--- src/rtl/fetch_sequencer.sv ---
// fetch_sequencer: PC owner and single-outstanding IMEM fetch sequencer with a
// one-entry valid/ready output slot, redirect flush and halt.  Rev 1.0
`default_nettype none

module fetch_sequencer #(
  parameter int ADDR_W = 8,
  parameter int DATA_W = 32,
  parameter logic [ADDR_W-1:0] RESET_PC = '0
) (
  input  logic              clk,
  input  logic              reset,
  input  logic              halt,
  input  logic              redirect_valid,
  input  logic [ADDR_W-1:0] redirect_pc,
  output logic              imem_req,
  output logic [ADDR_W-1:0] imem_addr,
  input  logic              imem_ack,
  input  logic [DATA_W-1:0] imem_rdata,
  output logic              inst_valid,
  input  logic              inst_ready,
  output logic [DATA_W-1:0] inst_data,
  output logic [ADDR_W-1:0] inst_pc,
  output logic [ADDR_W-1:0] pc_current,
  output logic [ADDR_W-1:0] pc_next
);

  typedef enum logic [1:0] {
    S_IDLE  = 2'd0,
    S_ISSUE = 2'd1,
    S_WAIT  = 2'd2,
    S_DRAIN = 2'd3
  } state_t;

  state_t            state;
  logic [ADDR_W-1:0] pc;
  logic [ADDR_W-1:0] redirect_aligned;
  logic              slot_free;
  logic              ack_pending;

  assign redirect_aligned = redirect_pc & ~ADDR_W'(3);
  assign slot_free        = !inst_valid || inst_ready;
  assign ack_pending      = (state == S_WAIT) || (state == S_DRAIN);

  // A redirect in ISSUE suppresses the request so the old PC is never fetched.
  assign imem_req   = !reset && (state == S_ISSUE) && !halt && !redirect_valid && slot_free;
  assign imem_addr  = pc;
  assign pc_current = pc;
  assign pc_next    = pc + ADDR_W'(4);

  always_ff @(posedge clk) begin
    if (reset) begin
      state      <= S_IDLE;
      pc         <= RESET_PC;
      inst_valid <= 1'b0;
      inst_data  <= '0;
      inst_pc    <= '0;
    end else begin
      if (inst_valid && inst_ready)
        inst_valid <= 1'b0;

      if (redirect_valid) begin
        pc         <= redirect_aligned;
        inst_valid <= 1'b0;
        // An ack arriving with the redirect retires the stale request at once.
        state      <= (ack_pending && !imem_ack) ? S_DRAIN : S_ISSUE;
      end else begin
        case (state)
          S_IDLE:  state <= S_ISSUE;
          S_ISSUE: if (imem_req) state <= S_WAIT;
          S_WAIT: begin
            if (imem_ack) begin
              inst_data  <= imem_rdata;
              inst_pc    <= pc;
              inst_valid <= 1'b1;
              pc         <= pc_next;
              state      <= S_ISSUE;
            end
          end
          S_DRAIN: if (imem_ack) state <= S_ISSUE;
          default: state <= S_IDLE;
        endcase
      end
    end
  end

endmodule

`default_nettype wire
--- config.mk ---
export PLATFORM = sky130hd
export DESIGN_NAME = fetch_sequencer
export DESIGN_NICKNAME = d
export VERILOG_FILES = /design/src/rtl/fetch_sequencer.sv
export SDC_FILE = /design/constraint.sdc
export NUM_CORES = 1
export LEC_CHECK = 0
export ABC_AREA = 1
export CORE_MARGIN = 4
export CORE_UTILIZATION = 38
export CTS_CLUSTER_SIZE = 20
export DETAILED_ROUTE_END_ITERATION = 7
export PLACE_DENSITY = 0.89
export SYNTH_ARGS = -nofsm -noshare
export SYNTH_HDL_FRONTEND = slang
export SYNTH_SLANG_ARGS = --single-unit
--- constraint.sdc ---
create_clock -name clk -period 1.61 [get_ports clk]
set_clock_uncertainty 0.05 [all_clocks]
set_input_delay 0.322 -clock clk [delete_from_list [all_inputs] [get_ports clk]]
set_output_delay 0.322 -clock clk [all_outputs]
set_load 0.02 [all_outputs]
Yosys cells after proc, flatten, opt, wreduce, memory -nomap -nowiden
Index checks and enable logic that the tools add are counted.
W data, S select, Z words.
{ "word_totals": {"reg_bits": 51, "output_inout_bits": 66, "wordCells": 46} }
{ "op_classes": {"addsub": 1, "n_eq_ne": 5, "mux": 11, "bitwise": 1, "n_reduce_logical": 22} }
{ "op_table": {"columns": ["op", "n"], "rows": [
  ["$mux W8", 3],
  ["$add A8 B3 Y8 const B", 1],
  ["$mux W2", 4],
  ["$logic_and A1 B1 Y1", 6],
  ["$pmux W2 S3", 1],
  ["$reduce_and A2 Y1", 3],
  ["$logic_not A1 Y1", 5],
  ["$eq A2 B2 Y1 const B", 2],
  ["$reduce_bool A2 Y1", 2],
  ["$reduce_or A2 Y1", 2],
  ["$mux W1", 3],
  ["$ne A3 B1 Y1 const B", 1],
  ["$ne A3 B3 Y1 const B", 1],
  ["$reduce_and A3 Y1", 1],
  ["$eq A2 B1 Y1 const B", 1],
  ["$logic_not A2 Y1", 1],
  ["$logic_or A1 B1 Y1", 2],
  ["$not A1 Y1", 1]
]} }

Depth between registers and ports, before layout
Gate-level depths: netlist of the first run.
{ "depth": {"word_depth": 8, "depth_mapped": 7, "mapped_depth_nobuf": 7} }

Worst setup path before layout of the first run
No wires, ideal clock.
{ "synth_path": {"kind": "register -> output", "from": "register pc[2] (netlist: imem_addr[2])", "to": "output pc_next[7]", "t_arrival_ps": 1170, "t_required_ps": 1238, "path_slack_ps": 68, "path_stages_with_launch": 5, "path_buffers": 0, "cell_sequence": "dfxtp_1 -> inv_1 -> nor2_1 -> nand3_1 -> and2_1"} }
{ "synth_between": {"elab_chain_len": 1} }
{ "synth_lines": {"columns": ["element", "line", "text"], "rows": [
  ["from (decl)", "35", "logic [ADDR_W-1:0] pc;"],
  ["from (signal assigned)", "62", "pc <= redirect_aligned;"],
  ["from (signal assigned)", "75", "pc <= pc_next;"],
  ["$add A8 B3 Y8", "48", "assign pc_next = pc + ADDR_W'(4);"],
  ["to (decl)", "24", "output logic [ADDR_W-1:0] pc_next"]
]} }
Every way passes these cells.

Worst setup path in the final report of the first run
{ "layout_path": {"from": "register pc[3] (netlist: imem_addr[3])", "to": "output pc_next[7]"} }
Same word-level chain as after synthesis.

==> summary.md, run 1 <==
| Metric | Value |
|---|---|
| Final instance count without filler cells | about 440 |
| Number of enable-type register cells in the synthesized netlist | 0 |
| Root Driver | sky130_fd_sc_hd__clkbuf_8 |
| Largest stage delay on the critical path | between 0.3 and 0.4 ns |
| Worst-path maximum fanout | 4 |
| Setup repair after global routing missed its margin | true |
| Synthesis-to-finish area growth | 63.4% |
| Average size of a mapped cell | roughly 7.6 sq um |
| Core Region | 4880 sq um |
| Seq cells post-synth | 47 |
| Sequential cell area | between 900 and 1000 sq um |
| Maximum clock insertion buffer count | 2 |
| Maximum number of pins on one net before global-route repair | 46 |
| TritonCTS clock tree | yes |
| Multi-input combinational cell area | ~860 sq um |
| Die area | 6400 sq um |
| Per-cell via count in the routed design | between 4 and 5 |
| Minimum clock period after layout | between 1.5 and 2 ns |
| Total clock buffers created by CTS | 5 |
| Layout cells sized above 1 | 0.157 |
| Avg WL per Cell | between 10 and 15 um |
| Cells taking the most area after synthesis | sky130_fd_sc_hd__dfxtp_1, sky130_fd_sc_hd__nor2_1, sky130_fd_sc_hd__o21ai_0 |
| Number of H-tree levels | 2 |
| Number of DRC violations after detailed routing | 0 |
| Power density over the cells | 735 nW/um^2 |
| Type of the worst setup path | flip-flop to output port |
| Aggregate routed wire length | ~6 mm |
| Dominant delay contributor by cell family on the critical path | simple AND/OR/NAND/NOR gates |
| Cell-by-cell trace of the critical path | nand2_1, nor2_2, nand3_1, and2_4, buf_6 |
| Clock slew at reported path FFs | about 0.090 ns |
| Horizontal die dimension | about 80 um |
| Number of inserted diodes | 0 |
| Violated checks | setup timing |
| Antenna violations before repair | 0 |
| Port buffer count | between 100 and 150 |
| Cell taking the most area after synthesis | sky130_fd_sc_hd__dfxtp_1 |
| Worst-case vdd ir drop | between 0.0006 and 0.0007 V |
| Total grt overflow | 0 |
| CP max-delay cell | sky130_fd_sc_hd__dfxtp_4 |
| Count of warnings emitted by yosys | 0 |
| Overall track demand over capacity in global routing | 0.186 |
| Weighted congestion at the end of routability-driven global placement | between 0.8 and 0.9 |
| Min setup slack post-route | -0.0513 ns |
| Synth top cells by count | sky130_fd_sc_hd__nor2_1, sky130_fd_sc_hd__dfxtp_1, sky130_fd_sc_hd__o21ai_0, sky130_fd_sc_hd__nand2_1, sky130_fd_sc_hd__buf_4 |
| Post-DP HPWL | between 4 and 5 mm |
| First-pass GRT wire length | around 9.5 mm |
| Antenna-violating nets left | 0 |
| Leakage power | roughly 0.0017 uW |
| Via count of the first global-routing pass | roughly 2,100 |
| Clock insertion delay at the later pin of the skew report | approximately 0.29 ns |
| Detailed-routing iteration count for the pre-antenna-repair pass | 4 |
| Fraction of post-synthesis cell area in the top cell type by area | 0.477 |
| Sequential share of the synthesized area | 0.477 |
| Via Count | between 2,000 and 2,500 |
| Number of nets in the layout | around 420 |
| # hold bufs at CTS | 0 |
| Filler cells | around 430 |
| Worst Path Arrival | about 1.3 ns |
| Std cell rows | 25 |
| Category of the worst setup path launch point | flip-flop |
| Netlist area before placement | between 1500 and 2000 sq um |
| Hold WC Path Type | input port to flip-flop |
| Number of clock sinks seen by CTS | 47 |
| Outcome | finished, violations left |
| 1st-iter DRT viols | roughly 120 |
| Synth cell types | 27 |
| Slew Viols, Final | 0 |
| Leading cell type by number of instances after synthesis | sky130_fd_sc_hd__nor2_1 |
| Die extent in y | between 80 and 90 um |
| Flop2flop setup slack | around 0.24 ns |
| Crit path buffers/inverters | 1 |
| Count of final setup violators | 1 |
| Total Neg Setup Slack | -0.0513 ns |
| Post-Synthesis Cells | 258 |
| Max-cap check violation count | 0 |
| Placed insts | between 400 and 500 |
| Maximum achievable frequency | 602 MHz |
| CP Data Required Time | between 1 and 1.5 ns |
| Final number of hold-violating endpoints | 0 |
| I/O pin count | around 110 |
| Initial core utilization | 0.404 |
| Final cycle utilization of the critical path | 1.03 |
| Type of destination of the critical path | output port |
| Primary FF master, synth | sky130_fd_sc_hd__dfxtp_1 |
| Proportion of synthesized flip-flops having asynchronous set or reset | 0 |
metrics by stage:
step | hold slack, ns | instance area [sq um] | utilization | setup slack [ns] | total power [uW]
after CTS | 0.457 | 3160 | 0.648 | -0.0287 | 2390
after detailed placement | 0.438 | 3110 | 0.637 | -0.491 | 1650
final | 0.302 | 3220 | 0.660 | -0.0513 | 2370
after global routing | 0.316 | 3220 | 0.660 | -0.0975 | 2500
after floorplan | 0.341 | 2000 | - | 0.0680 | 1420
after global placement | 0.427 | 3110 | 0.637 | -0.410 | 1640
registers in the layout (all words and copies together) (netlist names):
name / count
inst_data: 32
imem_addr: 6
inst_pc: 6
state: 2
inst_valid: 1
repair_timing:
item | CTS | global route
pin swaps | 5 | 10
gates resized for setup | 93 | 14
endpoints found under the setup margin | 58 | 8
buffers inserted | 0 | 2
final cells by class:
type	instances	area share
Timing Repair Buffer	129	0.366
Sequential cell	47	0.295
Multi-Input combinational cell	177	0.266
Tap cell	67	0.0260
Clock buffer	6	0.0256
Inverter	14	0.0163
Clock inverter	2	0.00505
cells in the final DEF (no fill, tap or decap):
cell                              Yosys  layout
sky130_fd_sc_hd__nor2_1              76      74
sky130_fd_sc_hd__dlygate4sd2_1        0      51
sky130_fd_sc_hd__dfxtp_1             47      44
sky130_fd_sc_hd__clkdlybuf4s50_1      0      40
sky130_fd_sc_hd__o21ai_0             31      31
sky130_fd_sc_hd__buf_4               16      27
sky130_fd_sc_hd__nand2_1             25      22
sky130_fd_sc_hd__inv_1               12      11
sky130_fd_sc_hd__nand3_1             11       9
sky130_fd_sc_hd__conb_1               1       8
sky130_fd_sc_hd__a21oi_1              6       6
sky130_fd_sc_hd__o21ai_1              6       6
sky130_fd_sc_hd__clkbuf_8             0       6
sky130_fd_sc_hd__buf_6                3       5
sky130_fd_sc_hd__nand2_2              0       3
sky130_fd_sc_hd__nand4_1              3       3
sky130_fd_sc_hd__dlymetal6s2s_1       0       3
sky130_fd_sc_hd__nand3_2              0       2
sky130_fd_sc_hd__nor2_2               0       2
sky130_fd_sc_hd__inv_2                1       2
sky130_fd_sc_hd__o211a_1              2       2
sky130_fd_sc_hd__dfxtp_4              0       2
sky130_fd_sc_hd__o21bai_1             1       1
sky130_fd_sc_hd__and2_4               0       1
sky130_fd_sc_hd__xor2_2               0       1
sky130_fd_sc_hd__nand3_4              1       1
sky130_fd_sc_hd__nor2_8               1       1
sky130_fd_sc_hd__a21boi_0             1       1
sky130_fd_sc_hd__clkinv_1             1       1
sky130_fd_sc_hd__o21a_1               1       1
sky130_fd_sc_hd__a31oi_1              1       1
sky130_fd_sc_hd__ha_4                 0       1
sky130_fd_sc_hd__clkinv_4             0       1
sky130_fd_sc_hd__clkinvlp_4           0       1
sky130_fd_sc_hd__dfxtp_2              0       1
sky130_fd_sc_hd__clkdlybuf4s15_1      0       1
sky130_fd_sc_hd__buf_2                3       1
sky130_fd_sc_hd__buf_12               0       1
worst register-to-register path: cells and delay by family (launching register included):
family	cells	cell delay [ns]
DFF	1	0.38
buffers and inverters	3	0.28
and+or+nand+nor	3	0.20
adders and majority gates	1	0.18
xor gates and xnor gates	1	0.18
cells by family after synthesis:
kind of cell               count (synthesis)  synth area share
buffers and inverters                     41             0.124
AOI/OAI and AO/OA                         49             0.134
other                                      1           0.00190
DFF                                       47             0.477
adders and majority gates                  1           0.00635
and+or+nand+nor                          118             0.252
xor gates and xnor gates                   1           0.00445
per-layer routing:
metal  vias to the layer above  routed length (um)  global-route usage
met3                         4                 550              0.0643
li1                       1030                   -                   -
met5                         -                   0                   0
met4                         0                  40              0.0456
met2                        96                2880               0.315
met1                       966                2390               0.225
power by group:
| part | switching, uW | internal (uW) |
|---|---|---|
| sequential | 17.9 | 1190 |
| combinational | 199 | 209 |
| clock | 404 | 351 |
final timing paths:
kind / start / endpoint / cells past startpoint
max: imem_addr[3] / pc_next[7] / 5
min: inst_ready / inst_valid / 4
max reg2reg: imem_addr[2] / imem_addr[4] / 8
min reg2reg: inst_data[25] / inst_data[25] / 2
(Power assumes the default switching activity.)
==> run 2: changes to the inputs <==
CORE_ASPECT_RATIO = 1.2   (was unset)
SETUP_SLACK_MARGIN = 0.1   (was unset)
==> run 2 against run 1 <==
  * The flow still finishes with violations (setup timing)
  * Sequential power about the same
  * Wire length is 0.75% higher
  * First-iteration DRC count is 6.6% lower
  * Count of clock-buffer cells in the layout unchanged
  * Clock power down 15%
  * Register-to-register slack about the same
  * Final cell count down 0.68%
  * Global-route usage is 0.50 points lower
  * Combinational power rose by 6.4%
  * Hold slack improved by 0.093 ns
  * Critical endpoint unchanged
  * Largest cell class unchanged
  * Largest power group unchanged
  * Highest routed layer unchanged
==> summary.md, run 2 (synthesis gave the netlist of run 1 again) <==
| Metric | Value |
|---|---|
| Outcome | finished, violations left (unchanged) |
| Violated checks | setup timing (unchanged) |
| Std cell rows | 28 (was 25) |
| Number of inserted diodes | 0 (unchanged) |
| Max-cap check violation count | 0 (unchanged) |
| Final number of hold-violating endpoints | 0 (unchanged) |
| Final standard cell utilization of the core | 0.662 (was 0.660) |
| Post-DP HPWL | 4.40 mm (was 4.37 mm) |
| Via count of the first global-routing pass | 2,089 (was 2,085) |
| Avg WL per Cell | 13.5 um (was 13.3 um) |
| Number of clock sinks seen by CTS | 47 (unchanged) |
| Count of final setup violators | 1 (unchanged) |
| Maximum number of pins on one net before global-route repair | 23 (was 46) |
| Clock slew at reported path FFs | 0.08 ns (was 0.09 ns) |
| Weighted congestion at the end of routability-driven global placement | 0.809 (was 0.805) |
| Via Count | 2,073 (was 2,096) |
| Initial core utilization | 0.396 (was 0.404) |
| Cell-by-cell trace of the critical path | buf_6, nand3_4, o21bai_4, and2_4, buf_6 (was nand2_1, nor2_2, nand3_1, and2_4, buf_6) |
| Number of nets in the layout | 427 (was 421) |
| Capture point of the worst path | pc_next[7] (unchanged) |
| Core Region | 4970 sq um (was 4880 sq um) |
| Reg2reg start | imem_addr[3] (was imem_addr[2]) |
| Highest-count cells in the layout ignoring fill and taps | sky130_fd_sc_hd__nor2_1, sky130_fd_sc_hd__dfxtp_1, sky130_fd_sc_hd__dlygate4sd2_1 (was sky130_fd_sc_hd__nor2_1, sky130_fd_sc_hd__dlygate4sd2_1, sky130_fd_sc_hd__dfxtp_1) |
| I/O pin count | 112 (unchanged) |
| Leakage power | 0.00171 uW (about the same) |
| Top reg by flops | inst_data (unchanged) |
| Type of the worst setup path | flip-flop to output port (unchanged) |
| Min setup slack post-route | -0.0307 ns (was -0.0513 ns) |
| Overall track demand over capacity in global routing | 0.181 (was 0.186) |
| Slew Viols, Final | 0 (unchanged) |
| Type of destination of the critical path | output port (unchanged) |
| Cell repeated most along the worst path | sky130_fd_sc_hd__buf_6 |
| Number of DRC violations after detailed routing | 0 (unchanged) |
| First-pass GRT wire length | 9.29 mm (was 9.53 mm) |
| Aggregate routed wire length | 5.91 mm (was 5.86 mm) |
| Worst-case vdd ir drop | 0.000556 V (was 0.000605 V) |
| 1st-iter DRT viols | 113 (was 121) |
| CP Data Required Time | 1.24 ns (about the same) |
| Die area | 6410 sq um (was 6400 sq um) |
| Hold WC Path Type | input port to flip-flop (unchanged) |
| Flip-flop count of the largest register, all copies and words added | 32 (unchanged) |
| Maximum clock insertion buffer count | 2 (unchanged) |
| Total clock buffers created by CTS | 5 (unchanged) |
| R2R cell count | 9 (was 8) |
| Horizontal die dimension | 73.7 um (was 80.0 um) |
| Minimum clock period after layout | 1.64 ns (was 1.66 ns) |
| Category of the worst setup path launch point | flip-flop (unchanged) |
| Placed insts | 428 (was 432) |
| Root Driver | sky130_fd_sc_hd__clkbuf_8 (unchanged) |
| Port buffer count | 101 (unchanged) |
| Clock insertion delay at the later pin of the skew report | 0.29 ns (about the same) |
| Total grt overflow | 0 (unchanged) |
| Commonest non-fill, non-tap cell in the layout | sky130_fd_sc_hd__nor2_1 (unchanged) |
| Die extent in y | 86.9 um (was 80.0 um) |
| Worst Path Arrival | 1.27 ns (was 1.29 ns) |
| Worst slack on hold paths | 0.395 ns (was 0.302 ns) |
| Worst-path maximum fanout | 3 (was 4) |
| Largest stage delay on the critical path | 0.37 ns (was 0.39 ns) |
| RR Endpoint | imem_addr[5] (was imem_addr[4]) |
| Setup repair after global routing missed its margin | true (unchanged) |
| Layout cells sized above 1 | 0.201 (was 0.157) |
| Maximum achievable frequency | 610 MHz (was 602 MHz) |
| Total Neg Setup Slack | -0.0307 ns (was -0.0513 ns) |
| Detailed-routing iteration count for the pre-antenna-repair pass | 4 (unchanged) |
| Beginning of the critical path | imem_addr[3] (unchanged) |
| Final instance count without filler cells | 439 (was 442) |
| Flop2flop setup slack | 0.25 ns (was 0.24 ns) |
| Number of H-tree levels | 2 (unchanged) |
| TritonCTS clock tree | yes (unchanged) |
| Antenna-violating nets left | 0 (unchanged) |
| Per-cell via count in the routed design | 4.72 (was 4.74) |
| Final cycle utilization of the critical path | 1.02 (was 1.03) |
| Antenna violations before repair | 0 (unchanged) |
| CP max-delay cell | sky130_fd_sc_hd__dfxtp_4 (unchanged) |
| Power density over the cells | 692 nW/um^2 (was 735 nW/um^2) |
| Synthesis-to-finish area growth | 67.0% (was 63.4%) |
[run 2: cell count changes in the layout (fill, tap and decap cells not counted), sizes merged]
cell / before / now
buf: 34 / 44
dlygate4sd2: 51 / 42
clkbuf: 6 / 11
clkdlybuf4s15: 1 / 4
dlymetal6s2s: 3 / 0
clkinv: 2 / 1
clkinvlp: 1 / 0
[run 2: area by class of cell]
class | instances | area (sq um)
clock buffer | 6 | 72.6
timing repair buffer | 135 | 1230
sequential | 47 | 955
fill | 438 | 1680
multi-input combinational | 177 | 903
inverter | 14 | 52.6
tap | 60 | 75.1
[run 2: power by group]
group	internal [uW]	leakage [uW]	switching, uW
sequential	1190	0.000383	20.4
clock	290	0.0000371	348
combinational	225	0.00129	209
[run 2: worst min-delay path by stage]
stage,endpoint,startpoint,depth (start not counted),slack (ns)
final,inst_valid,inst_ready,4,0.39
after global routing,inst_valid,inst_ready,4,0.41
after CTS,inst_valid,inst_ready,4,0.39
after detailed placement,inst_data[29],inst_data[29],2,0.44
after global placement,inst_data[29],inst_data[29],2,0.43
after floorplan,imem_addr[2],reset,1,0.33
[run 2: metrics by stage]
stage	area (sq um)	total power, uW	worst slack [ns]
2_1_floorplan	2010	1420	0.0840
3_3_place_gp	3180	1650	-0.414
3_5_place_dp	3180	1660	-0.437
4_1_cts	3260	2280	-0.0556
5_1_grt	3290	2380	-0.104
6_report	3290	2280	-0.0307
[run 2: critical path, delay by kind of cell, from the launching register on]
family / cells / cell delay (ns)
buffers and inverters: 2 / 0.22
AOI/OAI and AO/OA: 1 / 0.15
and+or+nand+nor: 2 / 0.24
DFF: 1 / 0.37
[run 2: metal layers]
| metal | vias up | share of wire | global-route usage | wire length [um] |
|---|---|---|---|---|
| met4 | 0 | 0.016 | 0.0478 | 93 |
| met1 | 931 | 0.39 | 0.203 | 2310 |
| li1 | 1043 | - | - | - |
| met3 | 11 | 0.081 | 0.0577 | 481 |
| met5 | - | 0 | 0 | 0 |
| met2 | 88 | 0.51 | 0.325 | 3030 |
[run 2: repair_timing]
item / 4_1_cts / 5_1_grt
setup endpoints to repair: 58 / 17
setup buffers: 2 / 3
gates resized for setup: 114 / 29
hold buffers: 0 / 0
pin swaps: 6 / 6
